===== src/rtl/crossing_pkg.sv =====
// Shared types and constants for the crossing push-button front end.
// Optional request counter is enabled by defining CROSSING_REQ_COUNT_EN.
package crossing_pkg;

  typedef enum logic [1:0] {
    IDLE    = 2'd0,
    FIRE    = 2'd1,
    LOCKOUT = 2'd2
  } state_t;

  localparam int REQ_COUNT_W = 8;
  localparam logic [REQ_COUNT_W-1:0] REQ_COUNT_MAX = 8'hFF;

  // Bits needed to hold values 0..n-1, never less than one bit.
  function automatic int cnt_width(input int n);
    return (n <= 1) ? 1 : $clog2(n);
  endfunction

endpackage


===== src/rtl/button_debounce.sv =====
// Synchronises the raw button and debounces it; press_evt pulses for one
// cycle in the cycle the debounced level rises.
module button_debounce
  import crossing_pkg::*;
#(
  parameter int SYNC_STAGES     = 2,
  parameter int DEBOUNCE_CYCLES = 4
) (
  input  logic clock,
  input  logic reset,
  input  logic button_in,
  output logic db_level,
  output logic press_evt
);

  localparam int CW = cnt_width(DEBOUNCE_CYCLES + 1);
  localparam logic [CW-1:0] CNT_TOP = CW'(DEBOUNCE_CYCLES);

  logic [SYNC_STAGES-1:0] sync_chain;
  logic                   sync;
  logic [CW-1:0]          cnt;

  assign sync = sync_chain[SYNC_STAGES-1];

  always_ff @(posedge clock) begin
    if (reset) begin
      sync_chain <= '0;
      cnt        <= '0;
      db_level   <= 1'b0;
      press_evt  <= 1'b0;
    end else begin
      sync_chain <= {sync_chain[SYNC_STAGES-2:0], button_in};
      press_evt  <= 1'b0;
      // The count has seen DEBOUNCE_CYCLES consecutive disagreeing cycles.
      if (cnt == CNT_TOP) begin
        db_level  <= ~db_level;
        cnt       <= '0;
        press_evt <= ~db_level;
      end else if (sync != db_level) begin
        cnt <= cnt + CW'(1);
      end else begin
        cnt <= '0;
      end
    end
  end

endmodule


===== src/rtl/crossing_request.sv =====
// Crossing request front end: latches debounced presses, fires start and
// enforces a lockout between crossings. CROSSING_REQ_COUNT_EN adds req_count.
module crossing_request
  import crossing_pkg::*;
#(
  parameter int SYNC_STAGES     = 2,
  parameter int DEBOUNCE_CYCLES = 4,
  parameter int LOCKOUT_CYCLES  = 16
) (
  input  logic                   clock,
  input  logic                   reset,
  input  logic                   button_in,
  output logic                   start,
  output logic                   wait_lamp,
  output logic [REQ_COUNT_W-1:0] req_count
);

  localparam int LW = cnt_width(LOCKOUT_CYCLES);
  localparam logic [LW-1:0] LOCK_TOP = LW'(LOCKOUT_CYCLES - 1);

  logic          db_level;
  logic          press_evt;
  logic          press;
  logic          pending;
  logic [LW-1:0] lock_cnt;
  state_t        state;

  button_debounce #(
    .SYNC_STAGES    (SYNC_STAGES),
    .DEBOUNCE_CYCLES(DEBOUNCE_CYCLES)
  ) u_debounce (
    .clock    (clock),
    .reset    (reset),
    .button_in(button_in),
    .db_level (db_level),
    .press_evt(press_evt)
  );

  // press_evt is only ever raised alongside a high debounced level.
  assign press     = press_evt & db_level;
  assign wait_lamp = pending;

  always_ff @(posedge clock) begin
    if (reset) begin
      state    <= IDLE;
      start    <= 1'b0;
      pending  <= 1'b0;
      lock_cnt <= '0;
    end else begin
      pending <= press | (pending & ~start);
      start   <= 1'b0;
      case (state)
        IDLE: begin
          if (pending) begin
            state <= FIRE;
            start <= 1'b1;
          end
        end
        FIRE: begin
          lock_cnt <= LOCK_TOP;
          state    <= LOCKOUT;
        end
        LOCKOUT: begin
          if (lock_cnt == '0) begin
            if (pending) begin
              state <= FIRE;
              start <= 1'b1;
            end else begin
              state <= IDLE;
            end
          end else begin
            lock_cnt <= lock_cnt - LW'(1);
          end
        end
        default: state <= IDLE;
      endcase
    end
  end

`ifdef CROSSING_REQ_COUNT_EN
  always_ff @(posedge clock) begin
    if (reset) begin
      req_count <= '0;
    end else if (start && (req_count != REQ_COUNT_MAX)) begin
      req_count <= req_count + REQ_COUNT_W'(1);
    end
  end
`else
  assign req_count = '0;
`endif

endmodule


===== config.mk =====
export PLATFORM = sky130hd
export DESIGN_NAME = crossing_request
export DESIGN_NICKNAME = d
export VERILOG_FILES = /design/src/rtl/crossing_pkg.sv /design/src/rtl/button_debounce.sv /design/src/rtl/crossing_request.sv
export SDC_FILE = /design/constraint.sdc
export NUM_CORES = 1
export LEC_CHECK = 0
export CORE_UTILIZATION = 30
export CTS_BUF_LIST = sky130_fd_sc_hd__clkbuf_4
export CTS_CLUSTER_DIAMETER = 150
export DETAILED_ROUTE_END_ITERATION = 7
export PLACE_DENSITY = 0.56
export SYNTH_ARGS = -nofsm -noshare
export SYNTH_HDL_FRONTEND = slang
export SYNTH_SLANG_ARGS = --single-unit

===== constraint.sdc =====
create_clock -name clock -period 1.47 [get_ports clock]
set_input_delay 0.294 -clock clock [delete_from_list [all_inputs] [get_ports clock]]
set_output_delay 0.294 -clock clock [all_outputs]
set_load 0.1 [all_outputs]

==> results.yml, run 1 <==
grt:
  antenna_found_initial: 0
  grt_max_degree: 12
  grt_pass1_wl_mm: 1.973
  gr-usage-all-layers_pct: 10.37
  first_global_vias: 429
  grt_overflow_total: 0
floorplanning:
  die_h_um: 52.07
  num_rows: 17
  io_pins: 13
  start_util_pct: 32.73
  die-area_um2: 2711
  coreArea_um2: 2297
  die_w_um: 52.07
pwr:
  p_per_area_nw_per_um2: 871.8
  ir_drop_mv: 0.4873
  fin_total_pwr_uw: 759.2
  p_leak_uw: 0.0003399
run_status:
  outcome: "finished, final reports clean"
routing:
  drtAntennaViolNets: 0
  drc: 0
  drt-wirelength-per-cell_um: 9.991
  wl_mm: 1.159
  num_vias: 527
  drtIter0Drc: 13
  drt-vias-per-instance: 4.543
  drt_pass1_iterations: 4
timing:
  drv_slew: 0
  skew_ns: 0.009108
  final-hold-violation-count: 0
  tns_ns: 0
  timing.final.crit_share_pct: 91.32
  fmax_ghz: 0.7449
  fin_crit_ns: 1.342
  rsz0062_at_grt: "false"
  setup_viol: 0
clock_tree:
  postCtsResizedCells: 0
  cts_root_buf: "clkbuf_4"
  cts_tree: "built"
  cts_made_buffers: 3
  cts_hold_buf: 0
  post_cts_buffers: 0
  clock_sinks: 15
  htreeDepth: 1
  path_clk_slew_ns: 0.10
  clk_latency_ns: 0.28
  clockBufferDepth: 2
critical_path:
  crit_family: "flip-flops"
  reg2reg_depth: 5
  critPathBufInv: 1
  worstSetupPathType: "register to register"
  worstReg2RegStart: "lock_cnt[0]"
  crit_path_max_fanout: 5
  endpoint: "lock_cnt[1]"
  cp_cell_sequence: "inv_1 > ha_1 > nor3b_2 > nand2b_4 > a221oi_2"
  start_kind: "register"
  r2r-end: "lock_cnt[1]"
  slowest_delay_ns: 0.36
  cp-end-kind: "register"
  crit_path_top_delay_cell: "dfxtp_1"
  reg2reg_setup_slack_ns: 0.13
  crit_start: "lock_cnt[0]"
  cp.arrival_ns: 1.55
  worstPathRequired_ns: 1.68
  cp_num_cells: 5
place:
  gp_congestion: 0.8207
  dp_hpwl_um: 885.6
  port_buffers: 4
yosys:
  synth_cell_types: 30
  synth_top_area_share_pct: 39.93
  synth_warnings: 0
  ys_ff_latch: 15
  avgSynthCellArea_um2: 9.766
  netlist_instances: 77
  yosysTopAreaCell: "dfxtp_1"
  syn_area_um2: 752.0
  ys_top_cells_by_area: "dfxtp_1 (40%), buf_4 (10%), ha_1 (5.0%), nand2b_1 (4.2%), a221oi_2 (4.0%)"
  ys_seq_area_share_pct: 39.93
cells_and_area:
  nets: 95
  drive_above_1_share_pct: 21.59
  antenna_cells: 0
  syn_to_final_growth_pct: 15.81
job:
  cap_violations: 0
min_path:
  hp-class: "register to register"
[state kept, by name, indices dropped and copies added, names as in the netlist]
name / count
u_debounce.cnt: 3
u_debounce.db_level: 1
start: 1
wait_lamp: 1
u_debounce.press_evt: 1
u_debounce.sync_chain: 2
lock_cnt: 4
state: 2
[layer usage]
layer / GRT usage [%] / vias up / part of all wire (%)
met1: 13.98 / 241 / 54
li1: - / 270 / -
met3: 3.509 / 2 / 4.3
met5: 0 / - / 0
met4: 8.108 / 0 / 0.78
met2: 13.03 / 14 / 40
[cells in the mapped netlist]
cell type and instances:
a21oi_1 3, a221oi_2 2, a2bb2oi_1 1, a41oi_2 1
and2b_4 1, and3_1 2, and4bb_1 2, buf_4 10
conb_1 1, dfxtp_1 15, ha_1 3, inv_1 6
nand2_1 3, nand2b_1 5, nand2b_4 1, nand4_1 1
nor2_1 5, nor2b_1 2, nor3_1 2, nor3b_1 1
nor3b_2 1, nor4_1 1, o21ai_0 1, o21ba_1 1
o22ai_1 1, o22ai_2 1, o31ai_1 1, or3_1 1
xnor2_1 1, xor2_1 1
[worst register-to-register path: cells and delay by family, from the launching register on]
kind | cells | cell delay (ns)
AO/OA/AOI/OAI | 1 | 0.27
AND/OR/NAND/NOR | 2 | 0.34
buffers and inverters | 1 | 0.08
flip-flops | 1 | 0.36
adder cells (fa/ha/maj) | 1 | 0.22
[where the power goes]
group | internal, uW | switching (uW) | total, uW
registers | 409 | 1.06 | 410
logic | 15.6 | 98.7 | 114
clock network | 101 | 134 | 234
total | 526 | 233 | 759
[area by class of cell]
class,instances,area [um2]
Clock inverter,1,5.005
Inverter,6,22.52
Sequential cell,15,300.3
Clock buffer,3,22.52
Timing Repair Buffer,10,105.1
Multi-Input combinational cell,53,380.4
Fill cell,236,1426
Tap cell,28,35.03
[logic make-up (layout without fill, tap and decap cells)]
group | after synthesis | count (layout) | synth area share [%]
AOI/OAI and AO/OA | 12 | 12 | 14.81
and+or+nand+nor | 28 | 28 | 24.46
adders and majority gates | 3 | 3 | 4.992
DFF | 15 | 15 | 39.93
xor gates and xnor gates | 2 | 2 | 2.330
other | 1 | 8 | 0.4987
buffers and inverters | 16 | 20 | 12.98
[layout by cell type (no fill, tap or decap)]
cell / synthesis / layout
buf_4: 10 / 6
and3_1: 2 / 2
o21ba_1: 1 / 1
inv_1: 6 / 6
nor2b_1: 2 / 2
clkbuf_4: 0 / 3
and2b_4: 1 / 1
conb_1: 1 / 8
buf_12: 0 / 2
a21oi_1: 3 / 3
a221oi_2: 2 / 2
ha_1: 3 / 3
nor3b_2: 1 / 1
xor2_1: 1 / 1
nor4_1: 1 / 1
nand2_1: 3 / 3
and4bb_1: 2 / 2
a2bb2oi_1: 1 / 1
nor3b_1: 1 / 1
nand4_1: 1 / 1
o22ai_2: 1 / 1
xnor2_1: 1 / 1
nor3_1: 2 / 2
nand2b_4: 1 / 1
o22ai_1: 1 / 1
clkinv_2: 0 / 1
o21ai_0: 1 / 1
o31ai_1: 1 / 1
nor2_1: 5 / 5
dfxtp_1: 15 / 15
or3_1: 1 / 1
clkdlybuf4s50_1: 0 / 2
a41oi_2: 1 / 1
nand2b_1: 5 / 5
[through the flow]
stage          cells  area (um2)  setup WS (ns)  util (%)  hold slack [ns]
2_1_floorplan     84       778.2         0.1683         -           0.3656
3_3_place_gp     112       843.3        0.09609     36.71           0.4217
3_5_place_dp     112       843.3        0.07837     36.71           0.4270
4_1_cts          116       870.8         0.1288     37.91           0.4485
5_1_grt          116       870.8        0.07444     37.91           0.4592
6_report         116       870.8         0.1276     37.91           0.4435
[worst min path at each step]
| stage | start | cells after the start | to | slack [ns] |
|---|---|---|---|---|
| 3_5_place_dp | u_debounce.sync_chain[0] | 1 | u_debounce.sync_chain[1] | 0.43 |
| 3_3_place_gp | u_debounce.sync_chain[0] | 1 | u_debounce.sync_chain[1] | 0.42 |
| 6_report | u_debounce.sync_chain[0] | 1 | u_debounce.sync_chain[1] | 0.44 |
| 2_1_floorplan | reset | 1 | u_debounce.sync_chain[0] | 0.37 |
| 5_1_grt | u_debounce.sync_chain[0] | 1 | u_debounce.sync_chain[1] | 0.46 |
| 4_1_cts | u_debounce.sync_chain[0] | 1 | u_debounce.sync_chain[1] | 0.45 |
Note: power is estimated with default switching activity, not from simulation.
==> inputs of run 2 (changes only) <==
Settings changed: CORE_UTILIZATION 30 to 35, PLACE_DENSITY 0.56 to 0.63, SETUP_SLACK_MARGIN set to 0.02.
==> run 2 against run 1 <==
  * Sequential share of layout area is 0.65 points higher
  * Clock skew is 0.0020 ns lower
  * Highest routed layer unchanged
  * Routed wire length fell by 1.6%
  * Critical path type unchanged
  * Total power increased by 3.0%
  * Via count grew 0.19%
  * First-iteration DRC count decreased by 23%
  * Combinational power about the same
  * Setup slack better by 0.017 ns
  * Hold slack is essentially flat
  * Critical path depth unchanged
  * Critical endpoint is now lock_cnt[0]
  * Sequential power about the same
  * Core utilization grew 5.4 points
==> results.yml, run 2 (synthesized netlist as in run 1, its figures left out) <==
run_status:
  outcome: "finished, final reports clean"
timing:
  drv_slew: 0
  timing.final.crit_share_pct: 90.18
  final-hold-violation-count: 0
  skew_ns: 0.007094
  fin_crit_ns: 1.326
  rsz0062_at_grt: "false"
  setup_viol: 0
  tns_ns: 0
  fmax_ghz: 0.7544
cells_and_area:
  top_regs: "lock_cnt: 4 flops, u_debounce.cnt: 3 flops"
  final_area_um2: 858.3
  final_cells: 113
  syn_to_final_growth_pct: 14.14
  n_fill_cell: 185
  antenna_cells: 0
  mostFrequentLayoutCells: "dfxtp_1 (14), conb_1 (8), inv_1 (6)"
  drive_above_1_share_pct: 20.93
  largest_reg_flops: 4
  nets: 93
  final_util_pct: 43.31
  final_common_cell: "dfxtp_1"
  largest_register: "lock_cnt"
place:
  place_area_um2: 827.0
  port_buffers: 4
  dp_hpwl_um: 846.5
  dp_cells: 109
  gp_congestion: 0.7917
routing:
  drt-vias-per-instance: 4.673
  drtIter0Drc: 10
  num_vias: 528
  drt_pass1_iterations: 3
  drt-wirelength-per-cell_um: 10.09
  drtAntennaViolNets: 0
  wl_mm: 1.140
  drc: 0
critical_path:
  cp.arrival_ns: 1.53
  cp-end-kind: "register"
  worstReg2RegStart: "lock_cnt[0]"
  start_kind: "register"
  crit_path_max_fanout: 5
  crit_start: "lock_cnt[0]"
  worstPathRequired_ns: 1.67
  worstSetupPathType: "register to register"
pwr:
  p_per_area_nw_per_um2: 911.0
  ir_drop_mv: 0.4585
  p_leak_uw: 0.0003315
  fin_total_pwr_uw: 781.9
min_path:
  hold_start: "u_debounce.press_evt"
  hp-class: "register to register"
clock_tree:
  cts_root_buf: "clkbuf_4"
  path_clk_slew_ns: 0.09
  clk_latency_ns: 0.29
  clockBufferDepth: 2
  clock_sinks: 15
  cts_tree: "built"
  postCtsResizedCells: 0
  post_cts_buffers: 0
  htreeDepth: 1
  cts_hold_buf: 0
  cts_made_buffers: 3
job:
  cap_violations: 0
grt:
  first_global_vias: 464
  antenna_found_initial: 0
  gr-usage-all-layers_pct: 11.66
  grt_pass1_wl_mm: 2.056
  grt_max_degree: 12
  grt_overflow_total: 0
floorplanning:
  num_rows: 16
  io_pins: 13
  die_h_um: 48.35
  start_util_pct: 37.94
  die-area_um2: 2338
  die_w_um: 48.35
  coreArea_um2: 1982
run 2: cell types whose count changed in the layout (fill, tap and decap cells not counted):
| cell | previous run | this run |
|---|---|---|
| dfxtp_1 | 15 | 14 |
| clkbuf_4 | 3 | 4 |
| dfxtp_2 | 0 | 1 |
| buf_4 | 6 | 4 |
| clkinv_2 | 1 | 0 |
run 2: power by group:
part | switching [uW] | total (uW) | internal (uW)
clock network | 137 | 261 | 124
logic | 98.3 | 111 | 12.5
registers | 1.14 | 410 | 409
run 2: worst paths after layout:
kind | to | slack (ns) | cells past startpoint
worst min register to register | wait_lamp | 0.44 | 2
worst min-delay path | wait_lamp | 0.44 | 2
worst max-delay path | lock_cnt[0] | 0.14 | 5
worst max register to register | lock_cnt[0] | 0.14 | 5
run 2: critical path, cell delays in order, from the launching register on:
cell and delay [ns]:
dfxtp_1 0.34, inv_1 0.07, ha_1 0.21, nor3b_2 0.17
nand2b_4 0.17, a221oi_2 0.28
run 2: per-stage QoR:
| step | hold WS (ns) | setup WS (ns) |
|---|---|---|
| 6_report | 0.4432 | 0.1444 |
| 3_5_place_dp | 0.4295 | 0.1472 |
| 3_3_place_gp | 0.4166 | 0.1370 |
| 2_1_floorplan | 0.3656 | 0.1683 |
| 5_1_grt | 0.4596 | 0.03351 |
| 4_1_cts | 0.4505 | 0.1130 |
run 2: cell type report:
class | count | area [um2] | area share (%)
multi-input combinational | 53 | 380.4 | 44.31
tap | 27 | 33.78 | 3.936
timing repair buffer | 8 | 90.09 | 10.50
clock buffer | 4 | 30.03 | 3.499
inverter | 6 | 22.52 | 2.624
sequential | 15 | 301.5 | 35.13
run 2: layer usage:
layer	wire, um	global-route usage [%]	part of all wire, %	up-vias
li1	-	-	-	267
met1	573	14.29	50	242
met3	39	2.830	3.4	5
met4	45	8.824	3.9	0
met2	482	17.61	42	14
met5	0	0	0	-
